## src/rtl/lcd_byte_writer.sv

```systemverilog
// lcd_byte_writer: HD44780 4-bit bus driver. It runs the power-on nibble init,
// then accepts command/data bytes over valid/ready and sends each byte as two
// EN-strobed nibbles, followed by a timed execution wait. The busy flag is
// never read.
module lcd_byte_writer #(
    parameter int T_POWERUP    = 750000,
    parameter int T_INIT_WAIT  = 205000,
    parameter int T_SETUP      = 4,
    parameter int T_EN         = 24,
    parameter int T_NIBBLE_GAP = 50,
    parameter int T_CMD        = 2000,
    parameter int T_CLEAR      = 82000
) (
    input  logic       clk,
    input  logic       rst,
    input  logic [7:0] in_data,
    input  logic       in_rs,
    input  logic       in_valid,
    output logic       in_ready,
    output logic       init_done,
    output logic       rs,
    output logic       rw,
    output logic       en,
    output logic       d4,
    output logic       d5,
    output logic       d6,
    output logic       d7
);

    // The counter must hold the largest phase length minus one, and is never
    // narrower than 20 bits.
    localparam int M1   = (T_POWERUP > T_INIT_WAIT) ? T_POWERUP : T_INIT_WAIT;
    localparam int M2   = (M1 > T_CLEAR) ? M1 : T_CLEAR;
    localparam int M3   = (M2 > T_CMD) ? M2 : T_CMD;
    localparam int M4   = (M3 > T_NIBBLE_GAP) ? M3 : T_NIBBLE_GAP;
    localparam int M5   = (M4 > T_EN) ? M4 : T_EN;
    localparam int MAXP = (M5 > T_SETUP) ? M5 : T_SETUP;
    localparam int CW   = ($clog2(MAXP) > 20) ? $clog2(MAXP) : 20;

    typedef enum logic [3:0] {
        PWR_WAIT,
        INIT_NIB,
        INIT_WAIT,
        IDLE,
        NIB_SETUP,
        NIB_EN,
        NIB_HOLD,
        GAP,
        EXEC_WAIT
    } state_t;

    state_t        state_q;
    logic [CW-1:0] cnt_q;
    logic [1:0]    idx_q;       // init nibble index, 0..3
    logic          hi_q;        // current byte nibble is the high one
    logic [7:0]    byte_q;
    logic [3:0]    d_q;
    logic          rs_q;
    logic          en_q;
    logic          in_ready_q;
    logic          init_done_q;

    logic cnt_zero;
    logic is_clear;

    assign cnt_zero = (cnt_q == '0);
    // Clear display (0x01) and return home (0x02/0x03) need the long wait.
    assign is_clear = !rs_q && (byte_q[7:2] == 6'd0) && (byte_q[1:0] != 2'd0);

    // Single FSM: every phase loads N-1 on entry and leaves when the counter hits 0.
    always_ff @(posedge clk) begin
        if (rst) begin
            state_q     <= PWR_WAIT;
            cnt_q       <= CW'(T_POWERUP - 1);
            idx_q       <= 2'd0;
            hi_q        <= 1'b0;
            byte_q      <= 8'h00;
            d_q         <= 4'h0;
            rs_q        <= 1'b0;
            en_q        <= 1'b0;
            in_ready_q  <= 1'b0;
            init_done_q <= 1'b0;
        end else begin
            case (state_q)
                PWR_WAIT: begin
                    if (cnt_zero) begin
                        state_q <= INIT_NIB;
                        cnt_q   <= CW'(T_SETUP - 1);
                        idx_q   <= 2'd0;
                        d_q     <= 4'h3;
                        rs_q    <= 1'b0;
                    end else begin
                        cnt_q <= cnt_q - 1'b1;
                    end
                end
                // Init nibbles and byte nibbles share the same setup phase timing.
                INIT_NIB, NIB_SETUP: begin
                    if (cnt_zero) begin
                        state_q <= NIB_EN;
                        cnt_q   <= CW'(T_EN - 1);
                        en_q    <= 1'b1;
                    end else begin
                        cnt_q <= cnt_q - 1'b1;
                    end
                end
                NIB_EN: begin
                    if (cnt_zero) begin
                        state_q <= NIB_HOLD;
                        cnt_q   <= CW'(T_SETUP - 1);
                        en_q    <= 1'b0;
                    end else begin
                        cnt_q <= cnt_q - 1'b1;
                    end
                end
                NIB_HOLD: begin
                    if (cnt_zero) begin
                        if (!init_done_q) begin
                            state_q <= INIT_WAIT;
                            cnt_q   <= (idx_q == 2'd3) ? CW'(T_CMD - 1) : CW'(T_INIT_WAIT - 1);
                        end else if (hi_q) begin
                            state_q <= GAP;
                            cnt_q   <= CW'(T_NIBBLE_GAP - 1);
                        end else begin
                            state_q <= EXEC_WAIT;
                            cnt_q   <= is_clear ? CW'(T_CLEAR - 1) : CW'(T_CMD - 1);
                        end
                    end else begin
                        cnt_q <= cnt_q - 1'b1;
                    end
                end
                INIT_WAIT: begin
                    if (cnt_zero) begin
                        if (idx_q == 2'd3) begin
                            state_q     <= IDLE;
                            init_done_q <= 1'b1;
                            in_ready_q  <= 1'b1;
                        end else begin
                            state_q <= INIT_NIB;
                            cnt_q   <= CW'(T_SETUP - 1);
                            idx_q   <= idx_q + 2'd1;
                            // Three 0x3 nibbles, then 0x2 switches to 4-bit mode.
                            d_q     <= (idx_q == 2'd2) ? 4'h2 : 4'h3;
                        end
                    end else begin
                        cnt_q <= cnt_q - 1'b1;
                    end
                end
                IDLE: begin
                    if (in_valid && in_ready_q) begin
                        state_q    <= NIB_SETUP;
                        cnt_q      <= CW'(T_SETUP - 1);
                        byte_q     <= in_data;
                        rs_q       <= in_rs;
                        d_q        <= in_data[7:4];
                        hi_q       <= 1'b1;
                        in_ready_q <= 1'b0;
                    end
                end
                GAP: begin
                    if (cnt_zero) begin
                        state_q <= NIB_SETUP;
                        cnt_q   <= CW'(T_SETUP - 1);
                        d_q     <= byte_q[3:0];
                        hi_q    <= 1'b0;
                    end else begin
                        cnt_q <= cnt_q - 1'b1;
                    end
                end
                EXEC_WAIT: begin
                    if (cnt_zero) begin
                        state_q    <= IDLE;
                        in_ready_q <= 1'b1;
                    end else begin
                        cnt_q <= cnt_q - 1'b1;
                    end
                end
                default: begin
                    state_q <= PWR_WAIT;
                    cnt_q   <= CW'(T_POWERUP - 1);
                end
            endcase
        end
    end

    assign in_ready  = in_ready_q;
    assign init_done = init_done_q;
    assign rs        = rs_q;
    assign rw        = 1'b0;
    assign en        = en_q;
    assign d4        = d_q[0];
    assign d5        = d_q[1];
    assign d6        = d_q[2];
    assign d7        = d_q[3];

endmodule

```

## config.mk

```make
export PLATFORM = sky130hd
export DESIGN_NAME = lcd_byte_writer
export DESIGN_NICKNAME = d
export VERILOG_FILES = /design/src/rtl/lcd_byte_writer.sv
export SDC_FILE = /design/constraint.sdc
export NUM_CORES = 1
export LEC_CHECK = 0
export CORE_MARGIN = 2
export CORE_UTILIZATION = 50
export DETAILED_ROUTE_END_ITERATION = 10
export DONT_BUFFER_PORTS = 1
export PLACE_DENSITY = 0.61
export SLEW_MARGIN = 0
export SYNTH_ARGS = -nofsm -noshare
export SYNTH_HDL_FRONTEND = slang
export SYNTH_SLANG_ARGS = --single-unit
export TNS_END_PERCENT = 20
```

## constraint.sdc

```tcl
create_clock -name clk -period 4.3 [get_ports clk]
set_input_delay 1.075 -clock clk [delete_from_list [all_inputs] [get_ports clk]]
set_output_delay 1.075 -clock clk [all_outputs]
set_load 0.05 [all_outputs]
```

==> impl_metrics.py <==
metrics = {
    "status": {
        "outcome": "finished clean",
    },
    "finish": {
        "final_nets": 351,
        "drive_gt1_frac": 0.0685,
        "multi_input_area_mm2": 0.00167,
        "design_area_mm2": 0.00280,
        "fin_util": 0.544,
        "syn_to_final_growth_pct": 4.54,
        "n_antenna_cell": 0,
        "nFillCells": 510,
        "regArea_um2": 861,
    },
    "setup_path": {
        "max_stage_delay_ns": 0.86,
        "cp_cell_sequence": "nor2b_1, and3_1, a31oi_2, buf_4, nand3_2, o41ai_1, a21o_1",
        "r2r-end": "cnt_q[12]",
        "arrival_ns": 3.05,
        "end_kind": "flip-flop",
        "r2r_cells": 7,
        "worst-r2r-setup-slack_ns": 1.51,
        "r2r_start": "state_q[3]",
        "crit_required_ns": 4.56,
        "start_kind": "flip-flop",
        "critPathMaxFanout": 23,
        "worst_path_max_delay_cell": "dfxtp_1",
        "path_class": "flip-flop to flip-flop",
    },
    "min_path": {
        "min_to": "cnt_q[7]",
        "hp-start": "cnt_q[7]",
        "holdPathStages": 1,
        "holdCritPathClass": "flip-flop to flip-flop",
    },
    "floorplanning": {
        "dieWidth_um": 77.1,
        "fp-row-count": 26,
        "die_area_mm2": 0.00595,
        "core_mm2": 0.00514,
        "io_pins": 21,
        "die_height_um": 77.1,
        "start_util": 0.520,
    },
    "detailed_routing": {
        "drt_iter0_drc": 266,
        "post_drt_wl_per_cell_um": 18.8,
        "via_per_inst": 6.52,
        "drc": 0,
        "detail-route-antenna-nets": 0,
        "firstDrtPassIters": 5,
        "routed_wl_mm": 7.62,
        "num_vias": 2648,
    },
    "sta": {
        "fin_skew_ns": 0.00875,
        "setup_viol": 0,
        "setup_ws_ns": 1.51,
        "max_slew_margin": 0.313,
        "fin_crit_sh": 0.648,
        "worst_slew_pin_slew_ns": 1.03,
        "rsz0062_at_grt": "false",
        "setup_tns_ns": 0,
        "max_freq_mhz": 359,
        "drv_slew": 0,
        "fin_crit_ns": 2.79,
        "finalHoldViolations": 0,
    },
    "place": {
        "gp_congestion": 0.873,
        "dp_slack_ns": 1.59,
        "place_area_mm2": 0.00268,
        "hpwl_mm": 5.37,
        "portBuffers": 0,
    },
    "clock_network": {
        "cts_num_sinks": 43,
        "htreeDepth": 2,
        "ctsHoldBuffers": 0,
        "clock_latency_ns": 0.31,
        "cts_buffer_depth": 2,
        "cts-resized-gates": 0,
        "cts_buffers": 5,
        "cts_setup_buffers": 0,
        "clkSlewWorstSetupHoldPaths_ns": 0.09,
        "cts_tree": "built",
        "cts_root_buf": "clkbuf_8",
    },
    "power": {
        "power_density_mw_per_mm2": 272,
        "peakVddDrop_mv": 0.153,
        "total_power_mw": 0.760,
        "leakagePower_nw": 0.963,
    },
    "synthesis": {
        "ys.flop_type": "dfxtp_1",
        "postSynth.asyncResetShare": 0,
        "netlist_instances": 348,
        "syn-num-nets": 364,
        "muxShareOfSynthArea": 0.0412,
        "ys_seq_elements": 43,
        "synth_area_per_cell_um2": 7.68,
        "synth-seq-area-share": 0.322,
        "synth_top_family_by_area": "simple AND/OR/NAND/NOR gates",
        "synth_compound_area_frac": 0.266,
        "synthesis.area_mm2": 0.00267,
        "synth_adder_area_share": 0.0187,
        "synth_edf_count": 0,
        "yosysWarnings": 0,
        "synth_xor_area_frac": 0.00983,
        "yosys.area_share.simple": 0.287,
        "netlist-cell-type-count": 64,
    },
    "global_routing": {
        "antenna_found_initial": 0,
        "grt_pass1_wl_mm": 12.6,
        "first_global_vias": 2484,
        "grt_use_total": 0.263,
        "grt_max_degree": 32,
        "grt_overflow": 0,
    },
    "job": {
        "cap_violations": 0,
    },
}
==> synth_stat cells, types with 2 or more instances <==
cell type / count / area share
o41ai_1: 4 / 0.013
nor2_1: 35 / 0.049
o21ai_0: 23 / 0.043
nand2b_1: 4 / 0.0094
nand2_1: 31 / 0.044
mux2i_1: 11 / 0.041
a221o_1: 2 / 0.0075
a211oi_1: 3 / 0.0084
dfxtp_1: 43 / 0.32
nor4b_1: 2 / 0.0066
buf_2: 4 / 0.0075
a2bb2oi_1: 2 / 0.0066
buf_1: 3 / 0.0042
a31oi_1: 5 / 0.012
and2_1: 4 / 0.0094
clkbuf_1: 12 / 0.017
a21oi_1: 29 / 0.054
nor2b_1: 8 / 0.019
ha_1: 4 / 0.019
or2_2: 2 / 0.0047
inv_1: 13 / 0.018
nand4_1: 4 / 0.0094
o32ai_1: 3 / 0.0098
or3_1: 5 / 0.012
a32o_1: 2 / 0.0075
o211ai_1: 6 / 0.017
nor4_1: 9 / 0.021
o21a_1: 2 / 0.0056
nor3_1: 14 / 0.026
nand3_1: 11 / 0.021
a221oi_1: 3 / 0.0098
a21o_1: 2 / 0.0056
xnor2_1: 2 / 0.0066
and3_1: 5 / 0.012
o31ai_1: 4 / 0.011
o22ai_1: 4 / 0.0094
==> how the worst max path moves through the flow <==
stage / from / to / slack, ns
CTS: state_q[1] / byte_q[4] / 1.57
global placement: in_valid / cnt_q[12] / 1.58
global route: state_q[3] / cnt_q[6] / 1.30
floorplan: in_valid / cnt_q[12] / 1.95
detailed placement: state_q[1] / byte_q[4] / 1.59
finish: state_q[3] / cnt_q[12] / 1.51
==> cells in the final DEF (no fill, tap or decap), types with 6 or more instances in the layout <==
cell type,instances
inv_1,13
o211ai_1,6
nand2_1,31
a21oi_1,29
mux2i_1,11
nand3_1,11
nor2b_1,8
nor4_1,9
dfxtp_1,43
nor3_1,13
nor2_1,35
o21ai_0,23
==> stage by stage <==
step / instances / hold slack (ns)
floorplan: 348 / 0.441
global placement: 398 / 0.450
detailed placement: 398 / 0.461
CTS: 406 / 0.484
global route: 406 / 0.506
finish: 406 / 0.478
==> power by group <==
group	switching, mW	internal, mW	leakage, nW	total, mW
Sequential	0.00304	0.400	0.347	0.403
Combinational	0.0137	0.00784	0.557	0.0216
Clock	0.159	0.176	0.0587	0.335
==> state kept, by name, indices dropped and copies added (netlist names), 2 cells and up <==
name     cells
idx_q        2
state_q      4
byte_q       8
cnt_q       20
d_q          4
==> logic make-up (layout without fill, tap and decap cells) <==
| group | count (synthesis) | in the layout |
|---|---|---|
| xor gates and xnor gates | 3 | 3 |
| other | 1 | 1 |
| buffers and inverters | 34 | 22 |
| muxes | 11 | 11 |
| DFF | 43 | 43 |
| AOI/OAI and AO/OA | 107 | 107 |
| and+or+nand+nor | 145 | 145 |
| adders and majority gates | 4 | 4 |
==> critical path: cells and delay by family (launching register included) <==
kind | cells | cell delay (ns)
buffers and inverters | 1 | 0.26
AND/OR/NAND/NOR | 3 | 0.93
AO/OA/AOI/OAI | 3 | 0.67
flip-flops | 1 | 0.86
==> layout make-up <==
cell class	instances	share of cell area
clock buffers	5	0.0246
repair buffers	1	0.00269
well taps	70	0.0313
flip-flops and latches	43	0.308
clock inverters	3	0.0170
multi-input cells	271	0.599
inverters	13	0.0175
==> layer usage <==
layer | vias up | wire [um] | part of all wire | GRT usage
li1 | 1271 | - | - | -
met3 | 12 | 594 | 0.078 | 0.0600
met2 | 106 | 3650 | 0.48 | 0.449
met5 | - | 0 | 0 | 0
met4 | 0 | 93 | 0.012 | 0.0732
met1 | 1259 | 3280 | 0.43 | 0.332
Note: power is estimated with default switching activity, not from simulation.
